File: src/rtl/dly_tap_ctrl.sv
// Delay-line tap walker: accepts a target tap, optionally loads the line, then steps it one tap at a time until read-back matches.
// Optional build macro DLY_TAP_CTRL_SYNC_EN adds a 2-flop synchronizer on dly_tap_val_i (settle grows by 2 cycles).
module dly_tap_ctrl #(
  parameter int TAP_W      = 6,
  parameter int SETTLE_CYC = 4,
  parameter int LOAD_TAP   = 0
) (
  input  logic             clk_i,
  input  logic             rst_i,
  input  logic             req_valid_i,
  output logic             req_ready_o,
  input  logic [TAP_W-1:0] req_tap_i,
  input  logic             req_load_i,
  output logic             dly_ld_o,
  output logic             dly_adj_o,
  output logic             dly_incdec_o,
  input  logic [TAP_W-1:0] dly_tap_val_i,
  output logic [TAP_W-1:0] cur_tap_o,
  output logic             done_o,
  output logic             err_o,
  output logic             busy_o
);

  localparam int CNT_W = 5;
  localparam logic [TAP_W:0]   STEP_LIM = (TAP_W+1)'(1) << TAP_W;
  localparam logic [TAP_W-1:0] LOAD_V   = LOAD_TAP[TAP_W-1:0];

  logic [TAP_W-1:0] tap_s;

`ifdef DLY_TAP_CTRL_SYNC_EN
  localparam int SETTLE_N = SETTLE_CYC + 2;
  localparam int NOLOAD_N = 2;

  logic [TAP_W-1:0] sync1_q, sync2_q;

  always_ff @(posedge clk_i) begin
    if (rst_i) begin
      sync1_q <= '0;
      sync2_q <= '0;
    end else begin
      sync1_q <= dly_tap_val_i;
      sync2_q <= sync1_q;
    end
  end

  assign tap_s = sync2_q;
`else
  localparam int SETTLE_N = SETTLE_CYC;
  localparam int NOLOAD_N = 0;

  assign tap_s = dly_tap_val_i;
`endif

  typedef enum logic [2:0] {
    S_IDLE, S_LOAD, S_SETTLE, S_SAMPLE, S_STEP, S_DONE, S_ERR
  } state_t;

  state_t           state_q, state_d;
  logic [TAP_W-1:0] tgt_q, tgt_d;
  logic [TAP_W-1:0] cur_tap_q, cur_tap_d;
  logic [CNT_W-1:0] cnt_q, cnt_d;
  logic [TAP_W:0]   step_cnt_q, step_cnt_d;
  logic             chk_ld_q, chk_ld_d;
  logic             chk_step_q, chk_step_d;
  logic             incdec_q, incdec_d;
  logic [TAP_W:0]   exp_tap;
  logic             ld_q, adj_q, done_q, err_q, busy_q, ready_q;

  always_comb begin
    state_d    = state_q;
    tgt_d      = tgt_q;
    cur_tap_d  = cur_tap_q;
    cnt_d      = cnt_q;
    step_cnt_d = step_cnt_q;
    chk_ld_d   = chk_ld_q;
    chk_step_d = chk_step_q;
    incdec_d   = incdec_q;
    // Computed one bit wider so a step past either end can never match read-back.
    exp_tap    = incdec_q ? ({1'b0, cur_tap_q} + (TAP_W+1)'(1))
                          : ({1'b0, cur_tap_q} - (TAP_W+1)'(1));

    case (state_q)
      S_IDLE: begin
        if (req_valid_i && ready_q) begin
          tgt_d      = req_tap_i;
          step_cnt_d = '0;
          chk_ld_d   = 1'b0;
          chk_step_d = 1'b0;
          if (req_load_i) begin
            state_d = S_LOAD;
          end else if (NOLOAD_N == 0) begin
            state_d = S_SAMPLE;
          end else begin
            state_d = S_SETTLE;
            cnt_d   = CNT_W'(NOLOAD_N);
          end
        end
      end
      S_LOAD: begin
        chk_ld_d = 1'b1;
        cnt_d    = CNT_W'(SETTLE_N);
        state_d  = S_SETTLE;
      end
      S_SETTLE: begin
        cnt_d = cnt_q - CNT_W'(1);
        if (cnt_q <= CNT_W'(1)) state_d = S_SAMPLE;
      end
      S_SAMPLE: begin
        cur_tap_d  = tap_s;
        chk_ld_d   = 1'b0;
        chk_step_d = 1'b0;
        if (chk_ld_q && (tap_s != LOAD_V)) begin
          state_d = S_ERR;
        end else if (chk_step_q && ({1'b0, tap_s} != exp_tap)) begin
          state_d = S_ERR;
        end else if (tap_s == tgt_q) begin
          state_d = S_DONE;
        end else if (step_cnt_q == STEP_LIM) begin
          state_d = S_ERR;
        end else begin
          state_d  = S_STEP;
          incdec_d = (tgt_q > tap_s);
        end
      end
      S_STEP: begin
        step_cnt_d = step_cnt_q + (TAP_W+1)'(1);
        chk_step_d = 1'b1;
        cnt_d      = CNT_W'(SETTLE_N);
        state_d    = S_SETTLE;
      end
      S_DONE:  state_d = S_IDLE;
      S_ERR:   state_d = S_IDLE;
      default: state_d = S_IDLE;
    endcase
  end

  always_ff @(posedge clk_i) begin
    if (rst_i) begin
      state_q    <= S_IDLE;
      tgt_q      <= '0;
      cur_tap_q  <= '0;
      cnt_q      <= '0;
      step_cnt_q <= '0;
      chk_ld_q   <= 1'b0;
      chk_step_q <= 1'b0;
      incdec_q   <= 1'b0;
      ld_q       <= 1'b0;
      adj_q      <= 1'b0;
      done_q     <= 1'b0;
      err_q      <= 1'b0;
      busy_q     <= 1'b0;
      ready_q    <= 1'b1;
    end else begin
      state_q    <= state_d;
      tgt_q      <= tgt_d;
      cur_tap_q  <= cur_tap_d;
      cnt_q      <= cnt_d;
      step_cnt_q <= step_cnt_d;
      chk_ld_q   <= chk_ld_d;
      chk_step_q <= chk_step_d;
      incdec_q   <= incdec_d;
      ld_q       <= (state_d == S_LOAD);
      adj_q      <= (state_d == S_STEP);
      done_q     <= (state_d == S_DONE);
      err_q      <= (state_d == S_ERR);
      busy_q     <= (state_d != S_IDLE);
      ready_q    <= (state_d == S_IDLE);
    end
  end

  assign req_ready_o  = ready_q;
  assign dly_ld_o     = ld_q;
  assign dly_adj_o    = adj_q;
  assign dly_incdec_o = incdec_q;
  assign cur_tap_o    = cur_tap_q;
  assign done_o       = done_q;
  assign err_o        = err_q;
  assign busy_o       = busy_q;

endmodule

File: config.mk
export PLATFORM = sky130hd
export DESIGN_NAME = dly_tap_ctrl
export DESIGN_NICKNAME = d
export VERILOG_FILES = /design/src/rtl/dly_tap_ctrl.sv
export SDC_FILE = /design/constraint.sdc
export NUM_CORES = 1
export LEC_CHECK = 0
export ABC_AREA = 1
export BUFFER_PORTS_ARGS = -buffer_cell sky130_fd_sc_hd__buf_4
export CORE_MARGIN = 5
export CORE_UTILIZATION = 45
export CTS_CLUSTER_SIZE = 40
export DETAILED_ROUTE_END_ITERATION = 16
export PLACE_DENSITY = 0.71
export SKIP_CTS_REPAIR_TIMING = 1
export SLEW_MARGIN = 20
export SYNTH_ARGS = -nofsm -noshare
export SYNTH_HDL_FRONTEND = slang
export SYNTH_SLANG_ARGS = --single-unit
File: constraint.sdc
create_clock -name clk_i -period 3 [get_ports clk_i]
set_clock_uncertainty 0.2 [all_clocks]
set_input_delay 0 -clock clk_i [delete_from_list [all_inputs] [get_ports clk_i]]
set_output_delay 0 -clock clk_i [all_outputs]
set_load 0.005 [all_outputs]
==> results of run 1 <==
metrics by stage:
stage	utilization [%]	hold slack, ns	area (um^2)	cells
final	58.6	0.0286	2550	393
after global routing	58.6	0.0934	2550	393
after CTS	55.2	-0.274	2400	378
after detailed placement	52.6	0.0286	2290	370
after global placement	52.6	0.0219	2290	370
after floorplan	-	-0.132	2020	293
routing by layer:
metal  share of wire (%)  track usage, %
met4                 1.0            6.01
met5                   0               0
met3                 3.7            3.86
met1                  49            19.8
met2                  46            24.8
worst max-delay path: cells and delay by family, from the launching register on:
kind | cells | cell delay [ns]
simple gates | 11 | 0.94
flops | 1 | 0.42
fa+ha+maj | 1 | 0.41
compound gates | 1 | 0.24
buf+inv | 1 | 0.18
power groups by stage:
stage | sequential [mW] | clock [mW] | combinational, mW
global placement | 0.652 | 0 | 0.630
floorplan | 0.640 | 0 | 0.466
global route | 0.655 | 0.454 | 0.759
finish | 0.644 | 0.424 | 0.662
CTS | 0.643 | 0.434 | 0.642
detailed placement | 0.651 | 0 | 0.641
cells by family (layout without fill, tap and decap cells):
logic type               count (synthesis)  count (layout)  synth area share, %
AO/OA/AOI/OAI                           47              47                 13.6
XOR/XNOR                                 2               2                0.865
adder cells (fa/ha/maj)                 16              16                 10.3
buffers and inverters                   51              99                 9.52
flip-flops                              36              36                 35.6
AND/OR/NAND/NOR                        141             141                 30.2
registers in the layout (all words and copies together) (netlist names), 3 cells and up:
name        flops
state_q         3
cur_tap_o       6
step_cnt_q      7
tgt_q           6
cnt_q           5
layout make-up:
cell class | instances | area [um^2] | area share, %
timing repair buffer | 44 | 368 | 14.4
clock inverter | 3 | 42.5 | 1.67
inverter | 47 | 176 | 6.91
clock buffer | 5 | 68.8 | 2.70
tap | 52 | 65.1 | 2.55
sequential | 36 | 721 | 28.2
multi-input combinational | 206 | 1110 | 43.5
Yosys cell counts, types with 2 or more instances:
cell      instances  area, um^2
nand2_1          64         240
inv_1            45         169
dfxtp_1          36         721
nor2_1           34         128
nand3_1          25         125
o21ai_0          18        90.1
a21oi_1          15        75.1
ha_1             15         188
nand4_1           8        50.1
nor3_1            5        25.0
clkbuf_1          3        11.3
o22ai_1           3        18.8
o31ai_1           3        22.5
inv_2             2        7.51
path summary, 6_finish.rpt:
check / slack (ns) / endpoint / cells past startpoint / from
setup reg to reg: 0.50 / req_ready_o$_SDFF_PP1_ / 14 / dly_incdec_o$_SDFFE_PP0P_
hold reg to reg: 0.28 / chk_ld_q$_SDFFE_PP0P_ / 2 / chk_ld_q$_SDFFE_PP0P_
setup / recovery: 0.50 / req_ready_o$_SDFF_PP1_ / 14 / dly_incdec_o$_SDFFE_PP0P_
hold / removal: 0.03 / dly_ld_o$_SDFF_PP0_ / 5 / req_load_i
==> impl_metrics.toml, run 1 <==
[power_and_ir_drop]
power_switching_mw = 0.637
sw_frac_of_total_pct = 36.8
power.share.sequential_pct = 37.2
p_int_mw = 1.09
total_power_mw = 1.73
p_comb_share_pct = 38.3
p_per_area_nw_per_um2 = 678
ir_drop_mv = 0.411
p_leak_nw = 1.22
clockPowerShare_pct = 24.5

[cells_and_area]
drive_above_1_share_pct = 12.3
area_growth_pct = 26.1
final_common_cell = "nand2_1"
n_antenna_cell = 0
fillCellCount = 412
layout_common_cells = "nand2_1, inv_1, dfxtp_1"
layout.nets = 372

[sta]
fin_ws_ns = 0.503
finalMaxSlewViolations = 0
min_period_over_period_pct = 83.2
slew-limit-headroom_pct = 62.4
worstMarginPinSlew_ns = 0.563
setup_viol = 0
setup_tns_ns = 0
finalCriticalPeriod_ns = 2.50
grt_setup_unrepaired = "no"
finalHoldViolCount = 0
fmax_mhz = 400

[yosys]
ys.flop_type = "dfxtp_1"
synth_area_um2 = 2020
yosysWarnings = 0
synth_seq_cells = 36
synth_cell_type_count = 31
synth_fp_nets = 325
ys_seq_area_share_pct = 35.6
ys_async_sr_fraction_pct = 0
synth_edf_count = 0
syn_inst = 293
postSynthAreaPerCell_um2 = 6.91

[setup_path]
crit_top_cell = "nand2_1"
critPathMaxFanout = 7
crit_slowest_cell = "dfxtp_1"
critPathRequiredTime_ns = 2.99
crit_chain = "inv_1 -> ha_1 -> a21oi_1 -> nand2_1 -> nand2_1 -> nand3_1 -> nand2_1 -> nand4_1 -> nand2_1 -> nand3_1 -> nand2_1 -> nand2_1 -> nand2_1 -> nor2_1"
crit_type = "register to register"
worstPathArrival_ns = 2.49
crit_path_end_kind = "register"
max_stage_delay_ns = 0.42
critPathLaunchType = "register"

[place]
portBuffers = 28
dp_worst_setup_slack_ns = 0.489
post-dp-hpwl_um = 3560
place_congestion = 0.841

[die]
rows = 24
dieWidth_um = 77.1
design.die.area_um2 = 5940
core_um2 = 4350
start_util_pct = 46.5
ioPinCount = 29
die_y_um = 77.1

[grt]
grt_usage_pct = 15.4
globalRouteOverflowTotal = 0
grt_max_degree = 21
grt_pass1_vias = 1725
antenna_found_initial = 0
grt_pass1_wl_um = 7610

[clock_tree]
cts_tree = "yes"
htreeDepth = 2
cts_buffers = 5
cts.path.max_buffers = 2
clk_latency_ns = 0.29
cts_sinks = 36
clk_pin_slew_ns = 0.08
clockRootBuffer = "clkbuf_8"

[detailed_routing]
firstDrtPassIters = 6
routed_wl_um = 4730
drc_errors = 0
final_antenna_net_count = 0
wire_per_inst_um = 12.0
initialDrtViolationCount = 92
num_vias = 1958
avgViaCountPerCell = 4.98

[worst_hold_path]
min_path_type = "input port to register"

[run]
max_cap_viol_count = 0

[run_status]
status = "finished, final reports clean"
(Power assumes the default switching activity.)
==> inputs of run 2 (changes only) <==
PLACE_DENSITY = 0.74   (was 0.71)
clock period = 2.2 ns   (was 3 ns; I/O delays follow)
==> run 2 against run 1 <==
- largest cell class unchanged
- die area unchanged
- hold slack got worse by 0.031 ns
- critical endpoint is now busy_o$_SDFF_PP0_
- the run now ends with negative hold slack, negative setup slack left
- largest power group unchanged
- global-route usage increased by 1.9 points
==> impl_metrics.toml, run 2 (same netlist as run 1, synthesis figures left out) <==
[run_status]
violations = "negative hold slack, negative setup slack"
status = "finished, violations left"

[sta]
finalMaxSlewViolations = 0
worstMarginPinSlew_ns = 0.451
fmax_mhz = 437
fin_ws_ns = -0.0893
min_period_over_period_pct = 104
finalHoldViolCount = 1
finalCriticalPeriod_ns = 2.29
whs_ns = -0.00279
grt_setup_unrepaired = "yes"
setup_viol = 6
slew-limit-headroom_pct = 69.7

[cells_and_area]
finalNonFillerCells = 404
final_common_cell = "nand2_1"
drive_above_1_share_pct = 17.9
largest_register_ffs = 7
largest_register = "step_cnt_q"
layout_common_cells = "nand2_1, inv_1, buf_4"
n_antenna_cell = 0
area_growth_pct = 30.8
fillCellCount = 390
layout.nets = 383

[setup_path]
crit_type = "register to register"
r2r-start = "dly_incdec_o$_SDFFE_PP0P_"
r2r_end = "busy_o$_SDFF_PP0_"
endpoint = "busy_o$_SDFF_PP0_"
crit_path_end_kind = "register"
r2r_slack_ns = -0.09
critPathMaxFanout = 4
critPathLaunch = "dly_incdec_o$_SDFFE_PP0P_"
worstPathArrival_ns = 2.26
r2r_cells = 15
critPathRequiredTime_ns = 2.17
critPathLaunchType = "register"

[place]
post-dp-hpwl_um = 3810
dp_worst_setup_slack_ns = -0.146
placed_cells = 383
portBuffers = 28
place_congestion = 0.823

[detailed_routing]
highest_layer = "met4"
firstDrtPassIters = 4
drc_errors = 0
routed_wl_um = 5160
wire_per_inst_um = 12.8
wl_met3_um = 209
num_vias = 2072
final_antenna_net_count = 0
initialDrtViolationCount = 72
wl_met1_um = 2340
wl_met2_um = 2510
avgViaCountPerCell = 5.13

[power_and_ir_drop]
p_leak_nw = 1.28
ir_drop_mv = 0.487
p_per_area_nw_per_um2 = 908

[die]
rows = 24
start_util_pct = 46.5
design.die.area_um2 = 5940
dieWidth_um = 77.1
core_um2 = 4350
die_y_um = 77.1
ioPinCount = 29

[run]
max_cap_viol_count = 0

[grt]
grt_pass1_vias = 1941
grt_pass1_wl_um = 8600
globalRouteOverflowTotal = 0
grt_max_degree = 15
grt_usage_pct = 17.3
antenna_found_initial = 0

[clock_tree]
cts.path.max_buffers = 2
clk_pin_slew_ns = 0.08
cts_tree = "yes"
clk_latency_ns = 0.28
clockRootBuffer = "clkbuf_8"
cts_sinks = 36
htreeDepth = 2
cts_buffers = 5

[worst_hold_path]
min_path_type = "input port to register"
[run 2: worst min path at each step]
stage | startpoint | endpoint | slack [ns] | cells after the start
after floorplan | rst_i | state_q[1]$_SDFF_PP0_ | -0.13 | 1
after global placement | req_tap_i[4] | tgt_q[4]$_SDFFE_PP0P_ | 0.03 | 3
after detailed placement | req_tap_i[3] | tgt_q[3]$_SDFFE_PP0P_ | 0.04 | 3
after CTS | req_tap_i[4] | tgt_q[4]$_SDFFE_PP0P_ | -0.26 | 3
after global routing | dly_tap_val_i[4] | cur_tap_o[4]$_SDFFE_PP0N_ | 0.01 | 4
final | dly_tap_val_i[4] | cur_tap_o[4]$_SDFFE_PP0N_ | -0.003 | 4
[run 2: area by class of cell]
| type | instances | area (um^2) | share of cell area (%) |
|---|---|---|---|
| sequential | 36 | 723 | 27.3 |
| multi-input combinational | 206 | 1130 | 42.6 |
| clock inverter | 3 | 42.5 | 1.61 |
| clock buffer | 5 | 68.8 | 2.60 |
| tap | 52 | 65.1 | 2.46 |
| inverter | 47 | 176 | 6.66 |
| timing repair buffer | 55 | 445 | 16.8 |
[run 2: stage by stage]
stage                     cell area [um^2]  hold slack [ns]  total power [mW]  TNS, ns  utilization [%]
after floorplan                       2020           -0.132              1.51        0                -
after global placement                2390           0.0276              1.77   -0.308             54.9
after detailed placement              2390           0.0367              1.80   -0.718             54.9
after CTS                             2500           -0.264              2.38   -0.885             57.4
after global routing                  2650           0.0116              2.62    -1.82             60.8
final                                 2650         -0.00279              2.41   -0.404             60.8
[run 2: worst max-delay path, stage by stage (launching register included)]
cell,delay (ns)
dfxtp_2,0.33
buf_4,0.13
fa_1,0.50
inv_1,0.05
nand2_1,0.06
nand2_1,0.05
nor2_1,0.08
nand3_1,0.09
nor2_2,0.12
nand4_1,0.10
nand2_1,0.10
nand2_1,0.08
nand2_2,0.12
nand2_1,0.06
nand2_1,0.06
nand3_1,0.06
[run 2: power breakdown]
| part | internal (mW) | switching (mW) | total, mW | leakage (nW) |
|---|---|---|---|---|
| combinational | 0.397 | 0.559 | 0.956 | 0.931 |
| clock | 0.335 | 0.236 | 0.571 | 0.0541 |
| sequential | 0.787 | 0.0924 | 0.879 | 0.294 |
[run 2: layer usage]
layer  vias up  GRT usage (%)
met5         -              0
li1       1076              -
met4         0           4.64
met3        10           3.75
met1       943           21.8
met2        43           29.7
